### config.mk
export PLATFORM = sky130hd
export DESIGN_NAME = ifmap_row_ctrl_flat
export DESIGN_NICKNAME = d
export VERILOG_FILES = /design/src/rtl/ifmap_pkg.sv /design/src/rtl/ifmap_row_ctrl_if.sv /design/src/rtl/row_addr_gen.sv /design/src/rtl/ifmap_row_ctrl.sv /design/src/flat_wrapper.sv
export SDC_FILE = /design/constraint.sdc
export NUM_CORES = 1
export LEC_CHECK = 0
export CORE_UTILIZATION = 35
export CTS_CLUSTER_DIAMETER = 40
export CTS_CLUSTER_SIZE = 24
export DETAILED_ROUTE_END_ITERATION = 16
export HOLD_SLACK_MARGIN = 0.08
export PLACE_DENSITY = 0.85
export SETUP_SLACK_MARGIN = 0.1
export SYNTH_ARGS = -nofsm -noshare
export SYNTH_HDL_FRONTEND = slang
export SYNTH_SLANG_ARGS = --single-unit
### constraint.sdc
create_clock -name clk -period 2.8 [get_ports clk]
set_input_delay 0.56 -clock clk [delete_from_list [all_inputs] [get_ports clk]]
set_output_delay 0.56 -clock clk [all_outputs]
set_load 0.005 [all_outputs]
### src/rtl/ifmap_pkg.sv
// Shared types and defaults for the ifmap row-buffer controller.
package ifmap_pkg;

  localparam int DEF_NUM_ROWS  = 4;
  localparam int DEF_ROW_WORDS = 4;
  localparam int DEF_K         = 3;

  typedef enum logic [1:0] {
    RD_IDLE = 2'd0,
    RD_READ = 2'd1,
    RD_LAST = 2'd2
  } rd_state_e;

  // Circular increment; both operands must already be below n.
  function automatic logic [31:0] mod_add(input logic [31:0] a,
                                          input logic [31:0] b,
                                          input logic [31:0] n);
    logic [31:0] s;
    s = a + b;
    if (s >= n) begin
      return s - n;
    end else begin
      return s;
    end
  endfunction

endpackage

### src/rtl/ifmap_row_ctrl_if.sv
// Writer and window-reader handshake bundle of the ifmap row-buffer controller.
interface ifmap_row_ctrl_if #(
  parameter int DATA_WIDTH = 8
) ();

  logic                  wr_valid;
  logic [DATA_WIDTH-1:0] wr_data;
  logic                  wr_ready;
  logic                  rd_start;
  logic                  rd_release;
  logic                  rd_busy;
  logic                  rd_valid;
  logic [DATA_WIDTH-1:0] rd_data;
  logic                  rd_done;

  modport master (
    output wr_valid, wr_data, rd_start, rd_release,
    input  wr_ready, rd_busy, rd_valid, rd_data, rd_done
  );

  modport slave (
    input  wr_valid, wr_data, rd_start, rd_release,
    output wr_ready, rd_busy, rd_valid, rd_data, rd_done
  );

endinterface

### src/rtl/row_addr_gen.sv
// Maps a (row slot, word) pair onto the flat RAM address space.
module row_addr_gen #(
  parameter int ADDR_WIDTH = 8,
  parameter int ROW_WORDS  = 4,
  parameter int SLOT_W     = 2,
  parameter int WORD_W     = 2
) (
  input  logic [SLOT_W-1:0]     slot,
  input  logic [WORD_W-1:0]     word,
  output logic [ADDR_WIDTH-1:0] addr
);

  assign addr = ADDR_WIDTH'(slot) * ADDR_WIDTH'(ROW_WORDS) + ADDR_WIDTH'(word);

endmodule

### src/rtl/ifmap_row_ctrl.sv
// Circular row buffer over a dual-port RAM: port A fills rows, port B
// streams K-row windows starting at the oldest held row.
module ifmap_row_ctrl
  import ifmap_pkg::*;
#(
  parameter int DATA_WIDTH = 8,
  parameter int ADDR_WIDTH = 8,
  parameter int NUM_ROWS   = DEF_NUM_ROWS,
  parameter int ROW_WORDS  = DEF_ROW_WORDS,
  parameter int K          = DEF_K
) (
  input  logic                           clk,
  input  logic                           rst_n,
  ifmap_row_ctrl_if.slave                bus,
  output logic [$clog2(NUM_ROWS+1)-1:0]  row_count,
  output logic [ADDR_WIDTH-1:0]          ram_addr_a,
  output logic [DATA_WIDTH-1:0]          ram_data_a,
  output logic                           ram_we_a,
  output logic [ADDR_WIDTH-1:0]          ram_addr_b,
  output logic                           ram_we_b,
  input  logic [DATA_WIDTH-1:0]          ram_q_b
);

  localparam int SLOT_W = (NUM_ROWS > 1) ? $clog2(NUM_ROWS) : 1;
  localparam int WORD_W = (ROW_WORDS > 1) ? $clog2(ROW_WORDS) : 1;
  localparam int ROFF_W = (K > 1) ? $clog2(K) : 1;
  localparam int CNT_W  = $clog2(NUM_ROWS + 1);

  rd_state_e         state_r, state_s;
  logic [SLOT_W-1:0] wr_slot_r, head_r, rd_slot_s;
  logic [WORD_W-1:0] wr_word_r, rd_word_r;
  logic [ROFF_W-1:0] rd_roff_r;
  logic [CNT_W-1:0]  row_count_r;
  logic              release_r, active_r, rd_valid_r, rd_done_r;
  logic              wr_ready_s, wr_fire_s, row_done_s, release_now_s;
  logic              issue_s, last_addr_s;

  // A release frees the head slot at the LAST->IDLE edge, so a writer
  // blocked on a full buffer may complete a word in that same cycle.
  assign release_now_s = (state_r == RD_LAST) && release_r;
  assign wr_ready_s    = active_r && ((row_count_r < CNT_W'(NUM_ROWS)) || release_now_s);
  assign wr_fire_s     = bus.wr_valid && wr_ready_s;
  assign row_done_s    = wr_fire_s && (wr_word_r == WORD_W'(ROW_WORDS - 1));
  assign last_addr_s   = (rd_roff_r == ROFF_W'(K - 1)) && (rd_word_r == WORD_W'(ROW_WORDS - 1));
  assign rd_slot_s     = SLOT_W'(mod_add(32'(head_r), 32'(rd_roff_r), 32'(NUM_ROWS)));

  // Read FSM next-state and address-issue strobe
  always_comb begin
    state_s = state_r;
    issue_s = 1'b0;
    case (state_r)
      RD_IDLE: begin
        if (bus.rd_start && (32'(row_count_r) >= 32'(K))) begin
          state_s = RD_READ;
        end else begin
          state_s = RD_IDLE;
        end
      end
      RD_READ: begin
        issue_s = 1'b1;
        if (last_addr_s) begin
          state_s = RD_LAST;
        end else begin
          state_s = RD_READ;
        end
      end
      RD_LAST: state_s = RD_IDLE;
      default: state_s = RD_IDLE;
    endcase
  end

  // Read FSM state, window cursor, latched release and read-side outputs
  always_ff @(posedge clk or negedge rst_n) begin
    if (!rst_n) begin
      state_r    <= RD_IDLE;
      rd_word_r  <= '0;
      rd_roff_r  <= '0;
      release_r  <= 1'b0;
      rd_valid_r <= 1'b0;
      rd_done_r  <= 1'b0;
    end else begin
      state_r    <= state_s;
      rd_valid_r <= issue_s;
      rd_done_r  <= (state_r == RD_LAST);
      if ((state_r == RD_IDLE) && (state_s == RD_READ)) begin
        release_r <= bus.rd_release;
      end else if (state_r == RD_LAST) begin
        release_r <= 1'b0;
      end
      if (issue_s) begin
        if (rd_word_r == WORD_W'(ROW_WORDS - 1)) begin
          rd_word_r <= '0;
          rd_roff_r <= last_addr_s ? ROFF_W'(0) : rd_roff_r + ROFF_W'(1);
        end else begin
          rd_word_r <= rd_word_r + WORD_W'(1);
        end
      end
    end
  end

  // Write cursor, head pointer and complete-row occupancy
  always_ff @(posedge clk or negedge rst_n) begin
    if (!rst_n) begin
      active_r    <= 1'b0;
      wr_slot_r   <= '0;
      wr_word_r   <= '0;
      head_r      <= '0;
      row_count_r <= '0;
    end else begin
      active_r <= 1'b1;
      if (wr_fire_s) begin
        if (row_done_s) begin
          wr_word_r <= '0;
          wr_slot_r <= SLOT_W'(mod_add(32'(wr_slot_r), 32'd1, 32'(NUM_ROWS)));
        end else begin
          wr_word_r <= wr_word_r + WORD_W'(1);
        end
      end
      if (release_now_s) begin
        head_r <= SLOT_W'(mod_add(32'(head_r), 32'd1, 32'(NUM_ROWS)));
      end
      case ({row_done_s, release_now_s})
        2'b10:   row_count_r <= row_count_r + CNT_W'(1);
        2'b01:   row_count_r <= row_count_r - CNT_W'(1);
        default: row_count_r <= row_count_r;
      endcase
    end
  end

  row_addr_gen #(
    .ADDR_WIDTH(ADDR_WIDTH), .ROW_WORDS(ROW_WORDS), .SLOT_W(SLOT_W), .WORD_W(WORD_W)
  ) u_addr_a (
    .slot(wr_slot_r), .word(wr_word_r), .addr(ram_addr_a)
  );

  row_addr_gen #(
    .ADDR_WIDTH(ADDR_WIDTH), .ROW_WORDS(ROW_WORDS), .SLOT_W(SLOT_W), .WORD_W(WORD_W)
  ) u_addr_b (
    .slot(rd_slot_s), .word(rd_word_r), .addr(ram_addr_b)
  );

  assign ram_we_a     = wr_fire_s;
  assign ram_data_a   = wr_fire_s ? bus.wr_data : '0;
  assign ram_we_b     = 1'b0;
  assign row_count    = row_count_r;
  assign bus.wr_ready = wr_ready_s;
  assign bus.rd_busy  = (state_r != RD_IDLE);
  assign bus.rd_valid = rd_valid_r;
  assign bus.rd_data  = rd_valid_r ? ram_q_b : '0;
  assign bus.rd_done  = rd_done_r;

endmodule

### src/flat_wrapper.sv
// flat-port wrapper written by rule: the top's interface ports become plain ports
module ifmap_row_ctrl_flat import ifmap_pkg::*;
#(
  parameter int DATA_WIDTH = 8,
  parameter int ADDR_WIDTH = 8,
  parameter int NUM_ROWS   = DEF_NUM_ROWS,
  parameter int ROW_WORDS  = DEF_ROW_WORDS,
  parameter int K          = DEF_K
)
  (clk, rst_n, row_count, ram_addr_a, ram_data_a, ram_we_a, ram_addr_b, ram_we_b, ram_q_b, bus_wr_valid, bus_wr_data, bus_rd_start, bus_rd_release, bus_wr_ready, bus_rd_busy, bus_rd_valid, bus_rd_data, bus_rd_done);
  ifmap_row_ctrl_if #(.DATA_WIDTH(DATA_WIDTH)) bus_i ();
  input  logic clk;
  input  logic rst_n;
  output logic [$clog2(NUM_ROWS+1)-1:0] row_count;
  output logic [ADDR_WIDTH-1:0] ram_addr_a;
  output logic [DATA_WIDTH-1:0] ram_data_a;
  output logic ram_we_a;
  output logic [ADDR_WIDTH-1:0] ram_addr_b;
  output logic ram_we_b;
  input  logic [DATA_WIDTH-1:0] ram_q_b;
  input wire logic [$bits(bus_i.wr_valid)-1:0] bus_wr_valid;
  input wire logic [$bits(bus_i.wr_data)-1:0] bus_wr_data;
  input wire logic [$bits(bus_i.rd_start)-1:0] bus_rd_start;
  input wire logic [$bits(bus_i.rd_release)-1:0] bus_rd_release;
  output wire logic [$bits(bus_i.wr_ready)-1:0] bus_wr_ready;
  output wire logic [$bits(bus_i.rd_busy)-1:0] bus_rd_busy;
  output wire logic [$bits(bus_i.rd_valid)-1:0] bus_rd_valid;
  output wire logic [$bits(bus_i.rd_data)-1:0] bus_rd_data;
  output wire logic [$bits(bus_i.rd_done)-1:0] bus_rd_done;
  assign bus_i.wr_valid = bus_wr_valid;
  assign bus_i.wr_data = bus_wr_data;
  assign bus_i.rd_start = bus_rd_start;
  assign bus_i.rd_release = bus_rd_release;
  assign bus_wr_ready = bus_i.wr_ready;
  assign bus_rd_busy = bus_i.rd_busy;
  assign bus_rd_valid = bus_i.rd_valid;
  assign bus_rd_data = bus_i.rd_data;
  assign bus_rd_done = bus_i.rd_done;
  ifmap_row_ctrl #(.DATA_WIDTH(DATA_WIDTH), .ADDR_WIDTH(ADDR_WIDTH), .NUM_ROWS(NUM_ROWS), .ROW_WORDS(ROW_WORDS), .K(K)) u_core (.clk(clk), .rst_n(rst_n), .bus(bus_i), .row_count(row_count), .ram_addr_a(ram_addr_a), .ram_data_a(ram_data_a), .ram_we_a(ram_we_a), .ram_addr_b(ram_addr_b), .ram_we_b(ram_we_b), .ram_q_b(ram_q_b));
endmodule
==> out/metrics.yaml <==
sta:
  fmax_mhz: 378.4
  period_needed_ns: 2.643
  setup_viol: 0
  tightest_slew_ns: 0.8557
  tns_ns: 0
  slew_violations: 0
  hold_viol_final: 0
  period_share: 0.9438
  rsz0062_at_grt: "false"
  relSlewSlack: 0.4278
  skew_ns: 0.0008198
synthesis:
  synth_xor_area_frac: 0.07412
  synthAdderAreaFrac: 0.06588
  yosys.area_share.simple: 0.2047
  synth_top_family_by_area: "simple AND/OR/NAND/NOR gates"
  syn_inst: 98
  muxShareOfSynthArea: 0.06353
  ys_ff_latch: 19
  yosysUniqueCellTypes: 27
  syn_area_sq_um: 1064
  yosysSeqAreaShare: 0.4471
  yosysWarnings: 0
  synth.avg_cell_area_sq_um: 10.85
  synth_compound_area_frac: 0.05294
floorplanning:
  initial_core_util: 0.3759
  ioPinCount: 62
  die_x_microns: 57.13
  fp.dieArea_sq_um: 3263
  die_y_microns: 57.13
  rows: 19
  core_sq_um: 2829
clock_tree:
  cts-root-buf: "clkbuf_4"
  cts-buffers-inserted: 3
  ctsHtreeMaxLevel: 1
  clk_latency_ns: 0.29
  cts.sinks: 19
  cts_buffer_depth: 2
  clk_pin_slew_worst_paths_ns: 0.10
  cts_tree: "done"
cells_and_area:
  fin_nets: 179
  final_cells: 183
  drive_gt1_frac: 0.07895
  syn2layout_area_growth_pct: 51.53
  multi_input_area_sq_um: 535.5
  finalInstanceArea_sq_um: 1612
  n_fill_cell: 249
  diodes: 0
  layout.area.seq_sq_um: 475.5
route:
  drt_iter0_markers: 27
  antenna_left: 0
  wire_per_inst_microns: 12.36
  drc: 14
  avgViaCountPerCell: 4.650
  dr.pass1.iters: 10
  wl_microns: 2261
  vias: 851
setup_path:
  path_class: "input port to output pin"
  critPathArrivalTime_ns: 2.08
  cp_data_required_time_ns: 2.24
  crit_path_start_kind: "input port"
  critPathMaxFanout: 11
  setup.worst_path.end_class: "output pin"
placed_design:
  gp_congestion: 0.7091
  portBuffers: 52
  dp_cells: 179
  placed_area_sq_um: 1578
  dp_hpwl_microns: 1867
global_route:
  antenna_found_initial: 0
  grt_pass1_wl_microns: 3601
  grt_max_degree: 20
  overflow: 0
  grt_pass1_vias: 843
  track_usage: 0.1441
power_and_ir_drop:
  p_per_area_nw_per_um2: 791.9
  leakagePower_nw: 0.7260
  ir_drop_mv: 0.3762
hold_path:
  hp-class: "flip-flop to flip-flop"
outcome:
  status: "finished with violations"
  violations: "design-rule violations"
run:
  cap_viol_max_count: 0
==> routing by layer <==
layer	wire (microns)	vias up	track usage
li1	-	403	-
met1	852	405	0.1509
met2	1159	37	0.2605
met3	190	6	0.04308
met4	58	0	0.07317
met5	0	-	0
==> worst paths after layout <==
path / slack, ns / cells after the start / to / from
setup / recovery: 0.16 / 5 / ram_data_a[7] / bus_wr_valid
hold reg to reg: 0.48 / 1 / u_core.wr_slot_r[1] / u_core.wr_slot_r[1]
min in group asynchronous: 0.75 / 1 / u_core.release_r / rst_n
max in group asynchronous: 1.53 / 1 / u_core.rd_roff_r[0] / rst_n
setup reg to reg: 0.68 / 8 / u_core.row_count[2] / u_core.state_r[0]
hold / removal: 0.48 / 1 / u_core.wr_slot_r[1] / u_core.wr_slot_r[1]
==> sequential cells by signal, indices dropped and copies added (netlist names) <==
name	cells
u_core.active_r	1
u_core.bus.rd_done	1
u_core.bus.rd_valid	1
u_core.head_r	2
u_core.rd_roff_r	2
u_core.rd_word_r	2
u_core.release_r	1
u_core.row_count	3
u_core.state_r	2
u_core.wr_slot_r	2
u_core.wr_word_r	2
==> cells by family (layout without fill, tap and decap cells) <==
group / count (synthesis) / count (layout)
and+or+nand+nor: 36 / 36
DFF: 19 / 19
buffers and inverters: 14 / 60
xor gates and xnor gates: 9 / 9
AOI/OAI and AO/OA: 7 / 7
muxes: 6 / 6
adders and majority gates: 5 / 5
other: 2 / 10
==> per-stage QoR <==
| step | utilization | worst slack [ns] | power (mW) | hold WS, ns |
|---|---|---|---|---|
| 6_report | 0.5697 | 0.1572 | 1.276 | 0.4838 |
| 5_1_grt | 0.5697 | 0.1103 | 1.378 | 0.4993 |
| 4_1_cts | 0.5697 | 0.1495 | 1.293 | 0.4858 |
| 3_5_place_dp | 0.5577 | 0.07849 | 1.153 | 0.4716 |
| 3_3_place_gp | 0.5577 | 0.1600 | 1.111 | 0.4636 |
| 2_1_floorplan | - | 0.8277 | 0.7768 | 0.2644 |
==> critical path, cell delays in order <==
cell and delay [ns]:
clkdlybuf4s50_1 0.46, nand2_1 0.13, a21oi_4 0.24, and2_1 0.17
clkdlybuf4s50_1 0.52
==> Yosys cell counts <==
library cell,number,area (sq um)
a21boi_0,1,7.510
ha_1,4,50.05
dfrtp_1,19,475.5
nor2_1,4,15.01
xor2_1,3,26.28
nand2b_1,1,6.260
a211oi_2,1,12.51
nor3_1,1,5.000
mux2_1,2,22.52
nand3b_1,1,7.510
or2_1,1,6.260
and2_1,16,100.1
a211oi_1,1,7.510
nor2b_1,3,18.77
mux2_2,4,45.04
inv_2,1,3.750
inv_1,3,11.26
nor3b_2,1,12.51
a21oi_1,1,5.000
fa_1,1,20.02
conb_1,2,7.510
nand3b_4,1,20.02
a21oi_2,1,8.760
nand2_1,7,26.28
buf_4,10,75.07
xnor2_1,6,52.55
a21o_1,2,15.01
==> power breakdown <==
| part | total (mW) | internal (mW) | switching, mW |
|---|---|---|---|
| registers | 0.500 | 0.379 | 0.121 |
| logic | 0.640 | 0.419 | 0.221 |
| clock network | 0.136 | 0.0554 | 0.0810 |
==> cell type report <==
class | count | area share
Sequential cell | 19 | 0.2950
Tap cell | 31 | 0.02407
Multi-Input combinational cell | 73 | 0.3323
Inverter | 4 | 0.009317
Timing Repair Buffer | 52 | 0.3230
Clock buffer | 4 | 0.01630
==> placed cells by master, fill, tap and decap left out <==
master,n
a211oi_1,1
a211oi_2,1
a21boi_0,1
a21o_1,2
a21oi_1,1
a21oi_4,1
and2_1,16
clkbuf_1,1
clkbuf_4,3
clkdlybuf4s50_1,52
conb_1,10
dfrtp_1,19
fa_1,1
ha_1,4
inv_1,3
inv_2,1
mux2_1,2
mux2_2,4
nand2_1,7
nand2b_1,1
nand3b_1,1
nand3b_4,1
nor2_1,4
nor2b_1,3
nor3_1,1
nor3b_2,1
or2_1,1
xnor2_1,6
xor2_1,3
==> repair_timing <==
action / 4_1_cts / 5_1_grt
setup buffers: 0 / 0
hold buffers: 0 / 0
setup endpoints to repair: 2 / 0
gates resized for setup: 1 / 0
(Power assumes the default switching activity.)
